==> src/rtl/scan_pkg.sv <==
// Shared types and advance rule for the scan select generator.
package scan_pkg;

  typedef enum logic [1:0] {
    IDLE,
    RUN,
    STEP_WAIT,
    STEP_ACK
  } state_t;

  localparam int IDX_W = 3;
  localparam logic [IDX_W-1:0] MAX_IDX = 3'd7;
  localparam int BLANK_CYCLES = 2;

  // Returns {wrap, new_idx}; an index already past last_idx is treated as a wrap point.
  function automatic logic [IDX_W:0] next_idx(input logic [IDX_W-1:0] idx,
                                               input logic [IDX_W-1:0] last_idx,
                                               input logic             dir);
    logic [IDX_W:0] res;
    if (!dir) begin
      res = (idx >= last_idx) ? {1'b1, {IDX_W{1'b0}}} : {1'b0, idx + 1'b1};
    end else begin
      res = ((idx == '0) || (idx > last_idx)) ? {1'b1, last_idx} : {1'b0, idx - 1'b1};
    end
    return res;
  endfunction

endpackage

==> src/rtl/scan_prescaler.sv <==
// Free-running divider: tick is high on the last count of each PRESCALE-cycle period.
module scan_prescaler #(
  parameter int PRESCALE = 1000,
  parameter int CNT_W    = 16
) (
  input  logic clk,
  input  logic rst_n,
  input  logic clr,
  output logic tick
);

  localparam logic [CNT_W-1:0] TERM = CNT_W'(PRESCALE - 1);

  logic [CNT_W-1:0] cnt;

  // Counter stays at zero while cleared, so tick can only fire after a full period of counting.
  assign tick = (cnt == TERM);

  always_ff @(posedge clk or negedge rst_n) begin
    if (!rst_n) begin
      cnt <= '0;
    end else if (clr || (cnt == TERM)) begin
      cnt <= '0;
    end else begin
      cnt <= cnt + 1'b1;
    end
  end

endmodule

==> src/rtl/scan_select_gen.sv <==
// Registered 3-bit select sequencer for the 3-to-8 decoder: free-run scan or req/ack single-step.
// Optional SCAN_BLANK_EN adds a blank output covering IDLE and a short gap after every advance.
module scan_select_gen
  import scan_pkg::*;
#(
  parameter int PRESCALE = 1000,
  parameter int CNT_W    = 16
) (
  input  logic                 clk,
  input  logic                 rst_n,
  input  logic                 en,
  input  logic                 mode,
  input  logic                 dir,
  input  logic [IDX_W-1:0]     last_idx,
  input  logic                 step_req,
  output logic                 step_ack,
  output logic                 A,
  output logic                 B,
  output logic                 C,
  output logic                 sel_valid,
`ifdef SCAN_BLANK_EN
  output logic                 blank,
`endif
  output logic                 wrap
);

  state_t           state, state_nxt;
  logic [IDX_W-1:0] idx;
  logic [IDX_W:0]   adv_res;
  logic             adv;
  logic             pre_clr;
  logic             tick;

  scan_prescaler #(
    .PRESCALE (PRESCALE),
    .CNT_W    (CNT_W)
  ) u_prescaler (
    .clk   (clk),
    .rst_n (rst_n),
    .clr   (pre_clr),
    .tick  (tick)
  );

  // Mode is only honoured in RUN/STEP_WAIT; STEP_ACK must finish its handshake first.
  always_comb begin
    state_nxt = state;
    adv       = 1'b0;
    pre_clr   = 1'b1;
    if (!en) begin
      state_nxt = IDLE;
    end else begin
      case (state)
        IDLE:      state_nxt = mode ? STEP_WAIT : RUN;
        RUN: begin
          if (mode) begin
            state_nxt = STEP_WAIT;
          end else begin
            pre_clr = 1'b0;
            adv     = tick;
          end
        end
        STEP_WAIT: begin
          if (!mode) begin
            state_nxt = RUN;
          end else if (step_req) begin
            adv       = 1'b1;
            state_nxt = STEP_ACK;
          end
        end
        STEP_ACK:  if (!step_req) state_nxt = STEP_WAIT;
        default:   state_nxt = IDLE;
      endcase
    end
  end

  assign adv_res = next_idx(idx, last_idx, dir);

  always_ff @(posedge clk or negedge rst_n) begin
    if (!rst_n) begin
      state <= IDLE;
      idx   <= '0;
      wrap  <= 1'b0;
    end else begin
      state <= state_nxt;
      wrap  <= adv & adv_res[IDX_W];
      if (adv) idx <= adv_res[IDX_W-1:0];
    end
  end

  assign {A, B, C} = idx;
  assign step_ack  = (state == STEP_ACK);

`ifdef SCAN_BLANK_EN
  logic [1:0] blank_cnt;

  // blank_cnt holds the remaining gap cycles after the first one signalled by adv itself.
  always_ff @(posedge clk or negedge rst_n) begin
    if (!rst_n) begin
      blank     <= 1'b1;
      blank_cnt <= '0;
    end else begin
      blank <= adv || (blank_cnt != '0) || (state_nxt == IDLE);
      if (adv) begin
        blank_cnt <= 2'(BLANK_CYCLES - 1);
      end else if (blank_cnt != '0) begin
        blank_cnt <= blank_cnt - 1'b1;
      end
    end
  end

  assign sel_valid = (state != IDLE) && !blank;
`else
  assign sel_valid = (state != IDLE);
`endif

endmodule
==> config.mk <==
export PLATFORM = sky130hd
export DESIGN_NAME = scan_select_gen
export DESIGN_NICKNAME = d
export VERILOG_FILES = /design/src/rtl/scan_pkg.sv /design/src/rtl/scan_prescaler.sv /design/src/rtl/scan_select_gen.sv
export SDC_FILE = /design/constraint.sdc
export NUM_CORES = 1
export LEC_CHECK = 0
export ABC_AREA = 1
export CAP_MARGIN = 0
export CORE_MARGIN = 8
export CORE_UTILIZATION = 40
export DETAILED_ROUTE_END_ITERATION = 10
export HOLD_SLACK_MARGIN = 0.02
export PLACE_DENSITY = 0.65
export SETUP_SLACK_MARGIN = 0.02
export SLEW_MARGIN = 20
export SYNTH_ARGS = -nofsm -noshare
export SYNTH_HDL_FRONTEND = slang
export SYNTH_HIERARCHICAL = 1
export SYNTH_SLANG_ARGS = --single-unit
==> constraint.sdc <==
create_clock -name clk -period 3.9 [get_ports clk]
set_input_delay 0.39 -clock clk [delete_from_list [all_inputs] [get_ports clk]]
set_output_delay 0.39 -clock clk [all_outputs]
set_load 0.01 [all_outputs]
### Word-level counts from Yosys, hierarchy flattened

Cells that the tools add are included.
Widths: inputs -> output; s select.

* input port bits: 9
* logic and storage cells: 42
* output and inout port bits: 6
* flip-flop bits (word level): 22

* $lt $le $gt $ge: 2
* equal/unequal tests: 7
* bitwise operators: 1
* $add $sub $neg: 3
* muxes and demuxes: 19
* reduce and logical (&&, ||, !) cells: 6

Operator list (count)
* $add 16x1->16 const B: 1
* $eq 16x10->1 const B: 1
* $mux 16: 1
* $mux 2: 6
* $mux 4: 3
* $pmux 2 s4: 1
* $mux 1: 7
* $ne 3x3->1 const B: 2
* $eq 2x2->1 const B: 2
* $ne 4x4->1 const B: 1
* $add 3x1->3 const B: 1
* $ge 3x3->1: 1
* $gt 3x3->1: 1
* $logic_not 3->1: 1
* $reduce_and 3->1: 1
* $sub 3x1->3 const B: 1
* $eq 2x1->1 const B: 1
* $logic_not 2->1: 1
* $logic_or 1x1->1: 2
* $pmux 1 s2: 1
* $reduce_bool 2->1: 1
* $and 1x1->1: 1

### Depth between registers and ports, before layout

Gate-level depths: netlist (run 1).

* depth in word-level cells: 5
* gate-level depth with buffers: 11
* gate-level depth less buffers: 11

### Modules after synthesis

The synthesis (run 1) kept the hierarchy.

Modules (own cells, without submodules)
* scan_prescaler: times used 1, cells an instance 123, area an instance 996.0 µm², seq. area each 400.4 µm²
* scan_select_gen: times used 1, cells an instance 85, area an instance 604.3 µm², seq. area each 150.1 µm²

### Worst setup path after synthesis (run 1)

OpenSTA, ideal clock, no wires.

* path kind: register to register
* from: reg u_prescaler.cnt[0]
* to: reg idx[2]
* arrival: 1.343 ns
* slack: 2.437 ns
* library setup time: 0.120 ns
* buffers on the path: 0
* clock period less this slack: 1.463 ns
* data required time: 3.780 ns
* stages on the path, launching flop included: 11
* cell sequence: dfrtp_1 -> ha_1 -> nand3_1 -> nor3_1 -> nand4_1 -> nand2_1 -> nand2_2 -> inv_4 -> nand2_1 -> inv_2 -> a21oi_2

* word-level cells in the longest chain between the ends: 4

RTL lines
* start: declaration: line scan_prescaler.sv:14 `logic [CNT_W-1:0] cnt;`
* start signal: assignment: line scan_prescaler.sv:25 `cnt <= cnt + 1'b1;`
* $eq 16x10->1: line scan_prescaler.sv:17 `assign tick = (cnt == TERM);`
* net tick: line scan_select_gen.sv:32 `logic tick;`
* $mux 1: line scan_select_gen.sv:55 `if (mode) begin`
* $pmux 1 s2: line scan_select_gen.sv:52 `case (state)`
* $mux 1: line scan_select_gen.sv:49 `if (!en) begin`
* end signal: assignment: line scan_select_gen.sv:86 `if (adv) idx <= adv_res[IDX_W-1:0];`
* end: declaration: line scan_select_gen.sv:28 `logic [IDX_W-1:0] idx;`

The timed path passes the listed nets, and every way through them passes these cells.
A chain may end at the register's enable or synchronous reset.

### Final worst setup path (run 1)

* from: reg state[0]
* to: out sel_valid

* word-level cells in the longest chain between the ends: 1

RTL lines
* start: declaration: line scan_select_gen.sv:27 `state_t state, state_nxt;`
* start signal: assignment: line scan_select_gen.sv:84 `state <= state_nxt;`
* $reduce_bool 2->1: line scan_select_gen.sv:113 `assign sel_valid = (state != IDLE);`
* end: declaration: line scan_select_gen.sv:20 `output logic sel_valid,`

No other way between the ends.

==> impl_metrics.py, run 1 <==
metrics = {
    "run_status": {
        "status": "finished clean",
    },
    "die": {
        "design.core.area_mm2": 0.00391,
        "dieHeight_um": 79.3,
        "start_util": 0.409,
        "io_pins": 15,
        "rows": 23,
        "die_width_um": 79.3,
        "dieArea_mm2": 0.00628,
    },
    "route": {
        "routed-wl-met2_um": 1430,
        "drcViolationCount": 0,
        "dr_wl_met3_um": 133,
        "drt-met1-wl_um": 1530,
        "top_layer_used": "met4",
        "drt_iter0_drc": 57,
        "ant_nets": 0,
        "num_vias": 1314,
        "drt_wl_total_um": 3110,
        "wl_per_cell_um": 11.3,
        "via_per_inst": 4.80,
        "drtPass1Iterations": 4,
    },
    "cts": {
        "post-cts-setup-buffers": 0,
        "ctsHoldBuffers": 0,
        "clkSlewWorstSetupHoldPaths_ns": 0.08,
        "cts_buffer_depth": 2,
        "cts_max_level": 1,
        "cts_resized": 0,
        "cts_tree": "yes",
        "cts_made_buffers": 3,
        "clk_latency_ns": 0.27,
        "cts_sinks": 22,
        "clockRootBuffer": "clkbuf_8",
    },
    "yosys": {
        "yosys.area.top_type": "dfrtp_1",
        "synth_top_area_frac": 0.344,
        "yosysSeqAreaShare": 0.344,
        "yosys.cell_types.count": 26,
        "ys_top_cells_by_area": "dfrtp_1 (34%), ha_1 (9.4%), nand2_1 (8.7%), inv_1 (6.1%), nor2_1 (6.1%)",
        "yosysWarnings": 6,
        "syn_nets": 229,
        "synth_seq_cells": 22,
        "avgSynthCellArea_um2": 7.69,
        "syn_area_mm2": 0.00160,
        "syn-instance-count": 208,
    },
    "worst_setup_path": {
        "max_stage_delay_ns": 0.53,
        "start_kind": "flip-flop",
        "critPathCaptureType": "output pin",
        "path_cells": "inv_1, ha_1, inv_1, clkdlybuf4s50_1",
        "crit_arrival_ns": 1.56,
        "crit_fanout": 4,
        "worst_path_most_repeated_cell": "inv_1",
        "crit_buf_inv": 3,
        "required_ns": 3.51,
        "crit_family": "buffers and inverters",
        "crit_type": "flip-flop to output pin",
        "crit_slowest_cell": "clkdlybuf4s50_1",
    },
    "sta": {
        "max_freq_mhz": 512,
        "setup_viol": 0,
        "hold_viol_final": 0,
        "tns_ns": 0,
        "fin_crit_sh": 0.501,
        "finalHoldWorstSlack_ns": 0.0804,
        "grt_setup_unrepaired": "false",
        "worst_pin_slew_ns": 0.493,
        "skew_ns": 0.00594,
        "slew_headroom": 0.671,
        "min_period_ns": 1.95,
        "drv_slew": 0,
    },
    "global_routing": {
        "grt_first_pass_wirelength_um": 5420,
        "grt-ovfl-total": 0,
        "grt_pass1_vias": 1255,
        "antenna_found_initial": 0,
        "grt_use_total": 0.107,
        "grt_max_degree": 23,
    },
    "power": {
        "clock_power_share": 0.254,
        "seqPwrFrac": 0.343,
        "vdd_drop_max_mv": 0.300,
        "power_density_mw_per_mm2": 454,
        "leakagePower_uw": 0.000803,
        "switchingPower_uw": 300,
        "comb_power_share": 0.402,
        "power_switching_share": 0.358,
        "p_int_uw": 537,
    },
    "flow_run": {
        "maxCapViolCount": 0,
    },
    "final_layout": {
        "nets": 246,
        "n_antenna_cell": 0,
        "syn_to_final_growth_pct": 15.1,
        "drive_above_1_share": 0.179,
    },
    "place": {
        "place.port_buffers": 14,
        "hpwl_um": 2340,
        "gp_congestion": 0.857,
    },
    "min_path": {
        "hold_class": "primary input to async pin",
    },
}
==> area by class of cell <==
class	instances	area, um^2
fillers	421	2070
clock inverters	1	30.0
clock buffers	3	41.3
well taps	50	62.6
repair buffers	14	135
flip-flops and latches	22	551
multi-input cells	154	907
inverters	30	115
==> metal layers <==
metal	GRT usage	vias up
met5	0	-
met2	0.173	32
met3	0.0350	2
met1	0.132	587
met4	0.0278	0
li1	-	693
==> Yosys cell counts <==
| cell | number |
|---|---|
| a21oi_1 | 4 |
| a21oi_2 | 3 |
| buf_12 | 1 |
| buf_4 | 1 |
| dfrtp_1 | 22 |
| ha_1 | 12 |
| inv_1 | 26 |
| inv_2 | 3 |
| inv_4 | 1 |
| nand2_1 | 37 |
| nand2_2 | 7 |
| nand2_4 | 2 |
| nand3_1 | 18 |
| nand3_2 | 1 |
| nand4_1 | 11 |
| nor2_1 | 26 |
| nor2_2 | 14 |
| nor2_4 | 2 |
| nor3_1 | 1 |
| o21ai_0 | 4 |
| o21ai_2 | 1 |
| o21bai_1 | 1 |
| o21bai_2 | 1 |
| o22ai_1 | 1 |
| xnor2_1 | 3 |
| xor2_1 | 5 |
==> worst paths after layout <==
| path | startpoint | endpoint | slack (ns) | depth (start not counted) |
|---|---|---|---|---|
| setup / recovery | state[0] | sel_valid | 1.95 | 4 |
| hold / removal | rst_n | u_prescaler/cnt[0] | 0.08 | 1 |
| setup reg to reg | u_prescaler/cnt[0] | idx[2] | 2.20 | 10 |
| hold reg to reg | u_prescaler/cnt[0] | u_prescaler/cnt[0] | 0.52 | 1 |
| max in group asynchronous | rst_n | u_prescaler/cnt[11] | 3.48 | 1 |
| min in group clk | u_prescaler/cnt[0] | u_prescaler/cnt[0] | 0.52 | 1 |
==> state kept, by name, indices dropped and copies added (netlist names) <==
register,flops
u_prescaler/cnt,16
idx,3
state,2
wrap,1
==> stage by stage <==
stage / setup WS, ns / instance area (um^2) / total power (uW) / util / std cells
floorplan: 2.44 / 1600 / 525 / - / 208
global placement: 2.02 / 1780 / 632 / 0.454 / 270
detailed placement: 1.99 / 1780 / 631 / 0.454 / 270
CTS: 1.93 / 1850 / 849 / 0.472 / 274
global route: 1.83 / 1840 / 915 / 0.471 / 274
finish: 1.95 / 1840 / 836 / 0.471 / 274
==> cell usage in the layout (no fill, tap or decap), drive strengths merged <==
master and count:
xor2 5, bufinv 1, o22ai 1, nor3 1
inv 30, clkdlybuf4s50 13, o21ai 5, nand2 46
nor2 42, ha 12, clkbuf 3, buf 1
o21bai 2, a21oi 7, nand4 11, nand3 19
xnor2 3, dfrtp 22
==> power by group through the flow <==
stage | clock (uW) | combinational (uW) | sequential, uW
6_report | 213 | 337 | 287
5_1_grt | 232 | 390 | 294
4_1_cts | 219 | 341 | 289
3_5_place_dp | 0 | 338 | 293
3_3_place_gp | 0 | 338 | 294
2_1_floorplan | 0 | 236 | 289
==> logic make-up after synthesis <==
kind of cell / after synthesis / synth area share
AO/OA/AOI/OAI: 15 / 0.0626
XOR/XNOR: 8 / 0.0438
adder cells (fa/ha/maj): 12 / 0.0938
buffers and inverters: 32 / 0.0891
flip-flops: 22 / 0.344
AND/OR/NAND/NOR: 119 / 0.367
Note: power is estimated with default switching activity, not from simulation.
==> run 2, diff against run 1 <==
Clock period 3.9 ns to 1.9 ns, I/O delays scaled along.
==> impl_metrics.py, run 2 (synthesis gave the netlist of run 1 again) <==
metrics = {
    "route": {
        "drt_wl_total_um": 2990,
        "drt_iter0_drc": 69,
        "num_vias": 1312,
        "via_per_inst": 4.75,
        "wl_per_cell_um": 10.8,
        "drcViolationCount": 0,
        "ant_nets": 0,
        "drtPass1Iterations": 4,
    },
    "place": {
        "place.port_buffers": 14,
        "gp_congestion": 0.824,
        "pre_cts_ws_ns": 0.175,
        "place_inst": 272,
        "hpwl_um": 2310,
        "placed_area_mm2": 0.00179,
    },
    "cts": {
        "ctsHoldBuffers": 0,
        "cts_buffer_depth": 2,
        "post-cts-setup-buffers": 0,
        "cts_max_level": 1,
        "cts_sinks": 22,
        "cts_resized": 0,
        "cts_made_buffers": 3,
        "cts_tree": "yes",
        "clockRootBuffer": "clkbuf_8",
        "clkSlewWorstSetupHoldPaths_ns": 0.07,
        "clk_latency_ns": 0.26,
    },
    "global_routing": {
        "grt-ovfl-total": 0,
        "grt_pass1_vias": 1244,
        "grt_first_pass_wirelength_um": 5440,
        "grt_max_degree": 23,
        "antenna_found_initial": 0,
        "grt_use_total": 0.104,
    },
    "final_layout": {
        "fin_area_mm2": 0.00185,
        "nets": 248,
        "final_cell_mix": "nand2_1 (37), inv_1 (26), nor2_1 (26)",
        "largest_reg_flops": 16,
        "drive_above_1_share": 0.181,
        "largestRegisters": "u_prescaler/cnt (16), idx (3), state (2)",
        "n_antenna_cell": 0,
        "seq_area_um2": 551,
        "layout.cells.non_filler": 276,
        "syn_to_final_growth_pct": 15.3,
        "n_fill_cell": 403,
        "multi_input_area_um2": 907,
        "top_register": "u_prescaler/cnt",
        "layout_commonest_cell": "nand2_1",
    },
    "flow_run": {
        "maxCapViolCount": 0,
    },
    "worst_setup_path": {
        "required_ns": 1.71,
        "ff2ff_setup_slack_ns": 0.25,
        "crit_type": "flip-flop to output pin",
        "worst_path_most_repeated_cell": "inv_1",
        "regToRegEndpoint": "idx[1]",
        "max_stage_delay_ns": 0.53,
        "crit_slowest_cell": "clkdlybuf4s50_1",
        "crit_arrival_ns": 1.54,
        "critPathCaptureType": "output pin",
        "rr_worst_depth": 11,
        "crit_fanout": 4,
        "start_kind": "flip-flop",
        "worstReg2RegStart": "u_prescaler/cnt[7]",
        "path_cells": "inv_1, ha_1, inv_1, clkdlybuf4s50_1",
        "crit_buf_inv": 3,
        "crit_family": "buffers and inverters",
    },
    "power": {
        "p_int_uw": 1010,
        "leakagePower_uw": 0.000807,
        "switchingPower_uw": 596,
        "clock_power_share": 0.203,
        "seqPwrFrac": 0.367,
        "comb_power_share": 0.430,
        "vdd_drop_max_mv": 0.587,
        "power_switching_share": 0.372,
        "power_density_mw_per_mm2": 869,
    },
    "sta": {
        "tns_ns": 0,
        "skew_ns": 0.00221,
        "finalHoldWorstSlack_ns": 0.273,
        "drv_slew": 0,
        "grt_setup_unrepaired": "false",
        "setup_ws_ns": 0.171,
        "fin_crit_sh": 0.910,
        "setup_viol": 0,
        "hold_viol_final": 0,
        "worst_pin_slew_ns": 0.278,
        "min_period_ns": 1.73,
        "max_freq_mhz": 578,
        "slew_headroom": 0.815,
    },
    "die": {
        "start_util": 0.409,
        "io_pins": 15,
        "dieHeight_um": 79.3,
        "dieArea_mm2": 0.00628,
        "die_width_um": 79.3,
        "rows": 23,
        "design.core.area_mm2": 0.00391,
    },
    "run_status": {
        "status": "finished clean",
    },
    "min_path": {
        "hold_class": "primary input to async pin",
    },
}
-- run 2: cell types whose count changed in the layout (fill, tap and decap cells not counted) --
cell / previous run / this run
bufinv_16: 1 / 0
buf_2: 1 / 0
clkbuf_8: 3 / 4
buf_4: 0 / 2
clkdlybuf4s50_1: 13 / 14
-- run 2: how the worst max path moves through the flow --
stage	endpoint	slack [ns]	cells past startpoint	startpoint
floorplan	idx[2]	0.44	10	u_prescaler/cnt[0]
global placement	idx[1]	0.20	10	last_idx[2]
detailed placement	idx[1]	0.18	10	last_idx[2]
CTS	sel_valid	0.15	4	state[0]
global route	sel_valid	0.04	4	state[0]
finish	sel_valid	0.17	4	state[0]
-- run 2: worst register-to-register path: cells and delay by family (launching register included) --
kind | cells | cell delay [ns]
flip-flops | 1 | 0.41
AND/OR/NAND/NOR | 8 | 0.96
AO/OA/AOI/OAI | 1 | 0.04
buffers and inverters | 2 | 0.12
-- run 2: power groups by stage --
stage	combinational, uW	clock [uW]	sequential, uW
final	690	325	589
after global routing	803	372	602
after CTS	699	339	593
after detailed placement	692	0	602
after global placement	699	0	602
after floorplan	485	0	593
-- run 2: metrics by stage --
| step | power, uW | utilization |
|---|---|---|
| finish | 1600 | 0.472 |
| global route | 1780 | 0.472 |
| CTS | 1630 | 0.472 |
| detailed placement | 1290 | 0.457 |
| global placement | 1300 | 0.457 |
| floorplan | 1080 | - |
-- run 2: cell type report --
| cell class | count | share of cell area |
|---|---|---|
| multi-input combinational | 154 | 0.492 |
| tap | 50 | 0.0339 |
| inverter | 30 | 0.0624 |
| timing repair buffer | 16 | 0.0841 |
| clock buffer | 4 | 0.0298 |
| sequential | 22 | 0.298 |
-- run 2: layer usage --
layer	GRT usage	vias to the layer above	part of all wire
met1	0.136	589	0.50
met3	0.0316	3	0.028
met5	0	-	0
met2	0.168	17	0.47
met4	0.0167	0	0.0027
li1	-	703	-
==> run 3, diff against run 2 <==
Settings changed: HOLD_SLACK_MARGIN 0.02 to not set.
==> results of run 3 <==
No change in the layout: final DEF, timing and power equal those of run 2.
